--- src/rtl/lcd_frame_writer_if.sv ---
// Signal bundle between the screen selector, the LCD frame writer and the LCD pins.
// master is the frame writer side; slave is the side that supplies text and watches the pins.
interface lcd_frame_writer_if;
    logic [127:0] line1;
    logic [127:0] line2;
    logic [7:0]   LCD_DATA;
    logic         LCD_RW;
    logic         LCD_EN;
    logic         LCD_RS;
    logic         frame_done;

    modport master (
        input  line1, line2,
        output LCD_DATA, LCD_RW, LCD_EN, LCD_RS, frame_done
    );

    modport slave (
        output line1, line2,
        input  LCD_DATA, LCD_RW, LCD_EN, LCD_RS, frame_done
    );
endinterface

--- src/rtl/lcd_frame_writer.sv ---
// HD44780 8-bit write-only driver: power-up wait, one-shot init, then endless refresh of
// two 16-character lines taken from a per-frame snapshot.
module lcd_frame_writer #(
    parameter int EN_HIGH     = 12,
    parameter int CMD_WAIT    = 2000,
    parameter int CLR_WAIT    = 82000,
    parameter int PWRUP_WAIT  = 1000000,
    parameter int REFRESH_GAP = 50000
) (
    input  logic                iCLK,
    input  logic                reset,
    lcd_frame_writer_if.master  bus
);
    localparam int MAX_A = (EN_HIGH > CMD_WAIT) ? EN_HIGH : CMD_WAIT;
    localparam int MAX_B = (CLR_WAIT > REFRESH_GAP) ? CLR_WAIT : REFRESH_GAP;
    localparam int MAX_C = (MAX_A > MAX_B) ? MAX_A : MAX_B;
    localparam int MAX_P = (MAX_C > PWRUP_WAIT) ? MAX_C : PWRUP_WAIT;
    localparam int CNT_W = $clog2(MAX_P + 1);

    typedef enum logic [2:0] {
        S_PWRUP, S_INIT, S_SNAP, S_L1ADDR, S_L1CHAR, S_L2ADDR, S_L2CHAR, S_GAP
    } top_t;

    typedef enum logic [1:0] {P_SETUP, P_PULSE, P_HOLD, P_WAIT} phase_t;

    top_t               r_top, w_top_nxt;
    phase_t             r_phase, w_phase_nxt;
    logic [CNT_W-1:0]   r_cnt, w_cnt_nxt, w_wait_len;
    logic [3:0]         r_idx, w_idx_nxt;
    logic [127:0]       r_snap1, r_snap2;
    logic [7:0]         r_data, w_data_nxt;
    logic               r_rs, w_rs_nxt;
    logic               r_en, r_done;
    logic               w_snap_en, w_load;

    function automatic logic is_byte(input top_t t);
        return (t != S_PWRUP) && (t != S_SNAP) && (t != S_GAP);
    endfunction

    // Index 0 is the leftmost character, held in the top byte of the line.
    function automatic logic [7:0] char_at(input logic [127:0] line, input logic [3:0] idx);
        return line[{~idx, 3'b000} +: 8];
    endfunction

    always_ff @(posedge iCLK) begin
        if (reset) begin
            r_top   <= S_PWRUP;
            r_phase <= P_SETUP;
            r_cnt   <= '0;
            r_idx   <= '0;
            r_data  <= 8'h00;
            r_rs    <= 1'b0;
            r_en    <= 1'b0;
            r_done  <= 1'b0;
        end else begin
            r_top   <= w_top_nxt;
            r_phase <= w_phase_nxt;
            r_cnt   <= w_cnt_nxt;
            r_idx   <= w_idx_nxt;
            r_en    <= is_byte(w_top_nxt) && (w_phase_nxt == P_PULSE);
            r_done  <= (w_top_nxt == S_GAP) && (r_top != S_GAP);
            if (w_load) begin
                r_data <= w_data_nxt;
                r_rs   <= w_rs_nxt;
            end
        end
    end

    always_ff @(posedge iCLK) begin
        if (w_snap_en) begin
            r_snap1 <= bus.line1;
            r_snap2 <= bus.line2;
        end
    end

    always_comb begin
        w_top_nxt   = r_top;
        w_phase_nxt = r_phase;
        w_cnt_nxt   = r_cnt + 1'b1;
        w_idx_nxt   = r_idx;
        w_snap_en   = 1'b0;
        w_wait_len  = (r_top == S_INIT && r_idx == 4'd2) ? CNT_W'(CLR_WAIT) : CNT_W'(CMD_WAIT);
        case (r_top)
            S_PWRUP: begin
                if (r_cnt == CNT_W'(PWRUP_WAIT)) begin
                    w_top_nxt   = S_INIT;
                    w_phase_nxt = P_SETUP;
                    w_cnt_nxt   = '0;
                    w_idx_nxt   = '0;
                end
            end
            S_SNAP: begin
                w_snap_en   = 1'b1;
                w_top_nxt   = S_L1ADDR;
                w_phase_nxt = P_SETUP;
                w_cnt_nxt   = '0;
            end
            S_GAP: begin
                if (r_cnt == CNT_W'(REFRESH_GAP - 1)) begin
                    w_top_nxt = S_SNAP;
                    w_cnt_nxt = '0;
                end
            end
            default: begin
                case (r_phase)
                    P_SETUP: begin
                        w_phase_nxt = P_PULSE;
                        w_cnt_nxt   = '0;
                    end
                    P_PULSE: begin
                        if (r_cnt == CNT_W'(EN_HIGH - 1)) begin
                            w_phase_nxt = P_HOLD;
                            w_cnt_nxt   = '0;
                        end
                    end
                    P_HOLD: begin
                        w_phase_nxt = P_WAIT;
                        w_cnt_nxt   = '0;
                    end
                    default: begin
                        if (r_cnt == w_wait_len - 1'b1) begin
                            // Byte finished: pick the next byte or the next top state.
                            w_phase_nxt = P_SETUP;
                            w_cnt_nxt   = '0;
                            case (r_top)
                                S_INIT: begin
                                    if (r_idx == 4'd3) w_top_nxt = S_SNAP;
                                    else               w_idx_nxt = r_idx + 4'd1;
                                end
                                S_L1ADDR: begin
                                    w_top_nxt = S_L1CHAR;
                                    w_idx_nxt = '0;
                                end
                                S_L1CHAR: begin
                                    if (r_idx == 4'd15) w_top_nxt = S_L2ADDR;
                                    else                w_idx_nxt = r_idx + 4'd1;
                                end
                                S_L2ADDR: begin
                                    w_top_nxt = S_L2CHAR;
                                    w_idx_nxt = '0;
                                end
                                default: begin
                                    if (r_idx == 4'd15) w_top_nxt = S_GAP;
                                    else                w_idx_nxt = r_idx + 4'd1;
                                end
                            endcase
                        end
                    end
                endcase
            end
        endcase
    end

    // Data and RS only move on entry to SETUP, so they are frozen through PULSE, HOLD and WAIT.
    always_comb begin
        w_load     = is_byte(w_top_nxt) && (w_phase_nxt == P_SETUP);
        w_data_nxt = 8'h00;
        w_rs_nxt   = 1'b0;
        case (w_top_nxt)
            S_INIT: begin
                case (w_idx_nxt[1:0])
                    2'd0:    w_data_nxt = 8'h38;
                    2'd1:    w_data_nxt = 8'h0C;
                    2'd2:    w_data_nxt = 8'h01;
                    default: w_data_nxt = 8'h06;
                endcase
            end
            S_L1ADDR: w_data_nxt = 8'h80;
            S_L2ADDR: w_data_nxt = 8'hC0;
            S_L1CHAR: begin
                w_data_nxt = char_at(r_snap1, w_idx_nxt);
                w_rs_nxt   = 1'b1;
            end
            S_L2CHAR: begin
                w_data_nxt = char_at(r_snap2, w_idx_nxt);
                w_rs_nxt   = 1'b1;
            end
            default: begin
                w_data_nxt = 8'h00;
                w_rs_nxt   = 1'b0;
            end
        endcase
    end

    assign bus.LCD_DATA   = r_data;
    assign bus.LCD_RS     = r_rs;
    assign bus.LCD_EN     = r_en;
    assign bus.LCD_RW     = 1'b0;
    assign bus.frame_done = r_done;
endmodule
--- src/flat_wrapper.sv ---
// flat-port wrapper written by rule: the top's interface ports become plain ports
module lcd_frame_writer_flat 
#(
    parameter int EN_HIGH     = 12,
    parameter int CMD_WAIT    = 2000,
    parameter int CLR_WAIT    = 82000,
    parameter int PWRUP_WAIT  = 1000000,
    parameter int REFRESH_GAP = 50000
)
  (iCLK, reset, bus_line1, bus_line2, bus_LCD_DATA, bus_LCD_RW, bus_LCD_EN, bus_LCD_RS, bus_frame_done);
  lcd_frame_writer_if bus_i ();
  input  logic iCLK;
  input  logic reset;
  input wire logic [$bits(bus_i.line1)-1:0] bus_line1;
  input wire logic [$bits(bus_i.line2)-1:0] bus_line2;
  output wire logic [$bits(bus_i.LCD_DATA)-1:0] bus_LCD_DATA;
  output wire logic [$bits(bus_i.LCD_RW)-1:0] bus_LCD_RW;
  output wire logic [$bits(bus_i.LCD_EN)-1:0] bus_LCD_EN;
  output wire logic [$bits(bus_i.LCD_RS)-1:0] bus_LCD_RS;
  output wire logic [$bits(bus_i.frame_done)-1:0] bus_frame_done;
  assign bus_i.line1 = bus_line1;
  assign bus_i.line2 = bus_line2;
  assign bus_LCD_DATA = bus_i.LCD_DATA;
  assign bus_LCD_RW = bus_i.LCD_RW;
  assign bus_LCD_EN = bus_i.LCD_EN;
  assign bus_LCD_RS = bus_i.LCD_RS;
  assign bus_frame_done = bus_i.frame_done;
  lcd_frame_writer #(.EN_HIGH(EN_HIGH), .CMD_WAIT(CMD_WAIT), .CLR_WAIT(CLR_WAIT), .PWRUP_WAIT(PWRUP_WAIT), .REFRESH_GAP(REFRESH_GAP)) u_core (.iCLK(iCLK), .reset(reset), .bus(bus_i));
endmodule
--- config.mk ---
export PLATFORM = sky130hd
export DESIGN_NAME = lcd_frame_writer_flat
export DESIGN_NICKNAME = d
export VERILOG_FILES = /design/src/rtl/lcd_frame_writer_if.sv /design/src/rtl/lcd_frame_writer.sv /design/src/flat_wrapper.sv
export SDC_FILE = /design/constraint.sdc
export NUM_CORES = 1
export LEC_CHECK = 0
export BUFFER_PORTS_ARGS = -buffer_cell sky130_fd_sc_hd__buf_2
export CAP_MARGIN = 40
export CORE_UTILIZATION = 59
export CTS_CLUSTER_SIZE = 28
export DETAILED_ROUTE_END_ITERATION = 12
export GPL_TIMING_DRIVEN = 0
export PLACE_DENSITY = 0.85
export RECOVER_POWER = 50
export SETUP_SLACK_MARGIN = 0.05
export SYNTH_ARGS = -nofsm -noshare
export SYNTH_HDL_FRONTEND = slang
export SYNTH_SLANG_ARGS = --single-unit
--- constraint.sdc ---
create_clock -name iCLK -period 20.3 [get_ports iCLK]
set_input_delay 4.06 -clock iCLK [delete_from_list [all_inputs] [get_ports iCLK]]
set_output_delay 4.06 -clock iCLK [all_outputs]
set_load 0.01 [all_outputs]
==> flow_metrics.py <==
metrics = {
    "critical_path": {
        "cpMaxStageDelayCell": "clkbuf_1",
        "critPathKind": "flop to flop",
        "endpoint_kind": "flop",
        "critPathArrivalTime_ns": 7.05,
        "path_common_cell": "clkbuf_1",
        "start_kind": "flop",
        "crit_buf_inv": 3,
        "worstPathMaxFanout": 65,
        "cp_cell_sequence": "clkbuf_1 -> nor2_1 -> and2_0 -> clkbuf_1 -> clkbuf_1",
        "max_stage_delay_ns": 2.49,
        "path_delay_family": "buffers and inverters",
        "cp.required_ns": 20.40,
    },
    "power_and_ir_drop": {
        "power_mw": 1.305,
        "p_leak_nw": 5.532,
        "power_frac_comb_pct": 2.3,
        "power_switching_uw": 249.5,
        "internal_power_mw": 1.055,
        "seqPwrFrac_pct": 50.6,
        "vdd_drop_max_mv": 0.06311,
        "netSwitchingFraction_pct": 19.12,
        "powerDensity_nw_per_um2": 84.04,
        "clockPowerShare_pct": 47.1,
    },
    "clock_network": {
        "cts_inserted_buffers": 29,
        "root_buffer": "clkbuf_16",
        "postCtsSetupRepairBufs": 0,
        "tritoncts": "built",
        "ctsResizeCount": 0,
        "clock-sinks": 296,
        "cts_max_path_buffers": 3,
        "cts_htree_levels": 1,
        "path_clk_slew_ns": 0.06,
        "worstSkewPairLatency_ns": 0.57,
        "cts-hold-fix-buffers": 0,
    },
    "logic_synthesis": {
        "syn_area_per_cell_um2": 13.71,
        "async_reset_ff_share_pct": 0,
        "yosys_warnings": 0,
        "syn_nets": 1189,
        "syn_area_um2": 12710,
        "synth-edff-count": 256,
        "syn_inst": 927,
        "ys_ff_latch": 296,
        "ys_seq_area_share_pct": 66.79,
        "ys_types": 86,
        "synth_flop_cell": "edfxtp_1",
    },
    "timing": {
        "setup_viol": 0,
        "relSlewSlack_pct": -133.8,
        "fmax_mhz": 143.9,
        "setup-tns-final_ns": 0,
        "worst_pin_slew_ns": 3.506,
        "fin_ws_ns": 13.35,
        "rsz0062_at_grt": "no",
        "post-route-min-period_ns": 6.947,
        "drv_slew": 245,
        "finalHoldViolations": 0,
        "fin_crit_sh_pct": 34.22,
        "skew_ns": 0.01079,
        "whs_ns": 0.4810,
    },
    "drt": {
        "vias_per_cell": 6.390,
        "drc": 0,
        "wl_mm": 39.28,
        "first_pass_iters": 8,
        "drtAntennaViolNets": 0,
        "wire_per_inst_um": 25.59,
        "vias": 9808,
        "first_iter_violations": 1072,
    },
    "run_status": {
        "failed_checks": "capacitance limit, slew limit",
        "run_status": "complete, but fails checks",
    },
    "final_layout": {
        "regArea_um2": 8488,
        "layout_common_cells": "buf_2, edfxtp_1, nand2_1",
        "nets": 1495,
        "final_common_cell": "buf_2",
        "n_fill_cell": 1394,
        "area_delta_synth_final_pct": 22.18,
        "multi_input_area_um2": 3881,
        "post-route-util_pct": 73.63,
        "layout-drive-gt1-share_pct": 31.37,
        "design_area_um2": 15530,
        "layout.cells.non_filler": 1535,
    },
    "placement": {
        "port-buffer-count": 268,
        "hpwl_mm": 27.32,
        "post_dp_cell_area_um2": 14520,
        "numPlacedInstances": 1477,
        "place_congestion": 1.017,
        "dp_slack_ns": 14.76,
    },
    "grt": {
        "grt_first_pass_wirelength_mm": 57.84,
        "antenna_found_initial": 4,
        "grt_max_degree": 66,
        "gr-total-overflow": 0,
        "first_global_vias": 9874,
        "grt_use_total_pct": 35.92,
    },
    "floorplanning": {
        "coreArea_um2": 21090,
        "num_io_pins": 270,
        "die_area_um2": 22130,
        "dieHeight_um": 148.8,
        "start_util_pct": 60.26,
        "die_w_um": 148.8,
        "rows": 53,
    },
    "flow_run": {
        "cap_violations": 4,
    },
    "worst_hold_path": {
        "worstHoldPathType": "flop to flop",
    },
}
final cells by class:
cell class                 count  area share, %
sequential                   296          54.67
multi-input combinational    565          25.00
timing repair buffer         275          8.832
clock buffer                  30          4.698
clock inverter                24          2.345
tap                          275          2.216
buffer                        60          2.039
inverter                       6         0.1450
antenna                        4        0.06446
power by group through the flow:
stage | clock network (mW) | logic, mW | registers (mW)
final | 0.615 | 0.0298 | 0.661
after detailed placement | 0 | 0.0291 | 0.674
after floorplan | 0 | 0.00248 | 0.674
after global routing | 0.640 | 0.0318 | 0.660
after CTS | 0.615 | 0.0297 | 0.661
after global placement | 0 | 0.0284 | 0.674
kinds of logic (layout without fill, tap and decap cells):
family	count (synthesis)	after routing	synth area share, %
AO/OA/AOI/OAI	212	212	13.06
XOR/XNOR	19	19	1.309
adder cells (fa/ha/maj)	4	4	0.3938
buffers and inverters	66	395	2.668
flip-flops	296	296	66.79
multiplexers	65	65	5.248
other	1	5	0.02951
AND/OR/NAND/NOR	264	264	10.51
synth_stat cells (all sizes together), types with 3 or more instances:
cell     instances  area share [%]
nor2            59             1.8
a31oi           19             1.2
nor3b            3            0.22
nand2           75             2.3
xnor2            8            0.55
o311ai           3            0.21
a22oi            6            0.35
nor3            16            0.63
ha               4            0.39
o31ai            5            0.33
buf             44             2.0
clkbuf          16            0.47
a211o            3            0.21
a211oi          33             2.0
dfxtp           40             6.3
a21o             4            0.24
a221oi           3            0.21
a2111oi         23             1.7
a311oi           9            0.62
xor2            11            0.76
a21oi           25             1.0
nand3           35             1.4
nand4           15            0.74
and3            13            0.64
nand2b           3            0.15
nor4b            3            0.32
o32ai            4            0.28
inv              6            0.18
mux2i           55             4.3
a31o             4            0.28
nor2b            5            0.25
and4             5            0.34
nor4            10            0.49
and2             5            0.25
edfxtp         256              60
or2              5            0.25
mux2            10            0.92
o21ai           14            0.67
a21boi          31             1.8
flip-flops by register name (all words and copies together) (netlist names):
signal,flops
u_core.bus.LCD_DATA,8
u_core.bus.LCD_EN,1
u_core.bus.LCD_RS,1
u_core.bus.frame_done,1
u_core.r_cnt,20
u_core.r_idx,4
u_core.r_phase,2
u_core.r_snap1,128
u_core.r_snap2,128
u_core.r_top,3
path summary, 6_finish.rpt:
kind / cells past startpoint / startpoint / slack [ns] / to
max: 5 / u_core.r_top[2] / 13.35 / u_core.r_snap1[33]
min: 1 / u_core.r_cnt[0] / 0.48 / u_core.r_cnt[0]
min reg2reg: 1 / u_core.r_cnt[0] / 0.48 / u_core.r_cnt[0]
max reg2reg: 5 / u_core.r_top[2] / 13.35 / u_core.r_snap1[33]
routing by layer:
metal	routed length [um]	track usage (%)	share of wire, %
met1	13960	44.72	36
met2	19460	60.84	50
met3	3986	6.514	10
met4	1870	17.35	4.8
met5	0	0	0
worst register-to-register path, stage by stage, from the launching register on:
cell      delay [ns]
dfxtp_1         0.35
clkbuf_1        0.24
nor2_1          0.31
and2_0          1.10
clkbuf_1        1.95
clkbuf_1        2.49
Power figures use the tool's default switching activity.
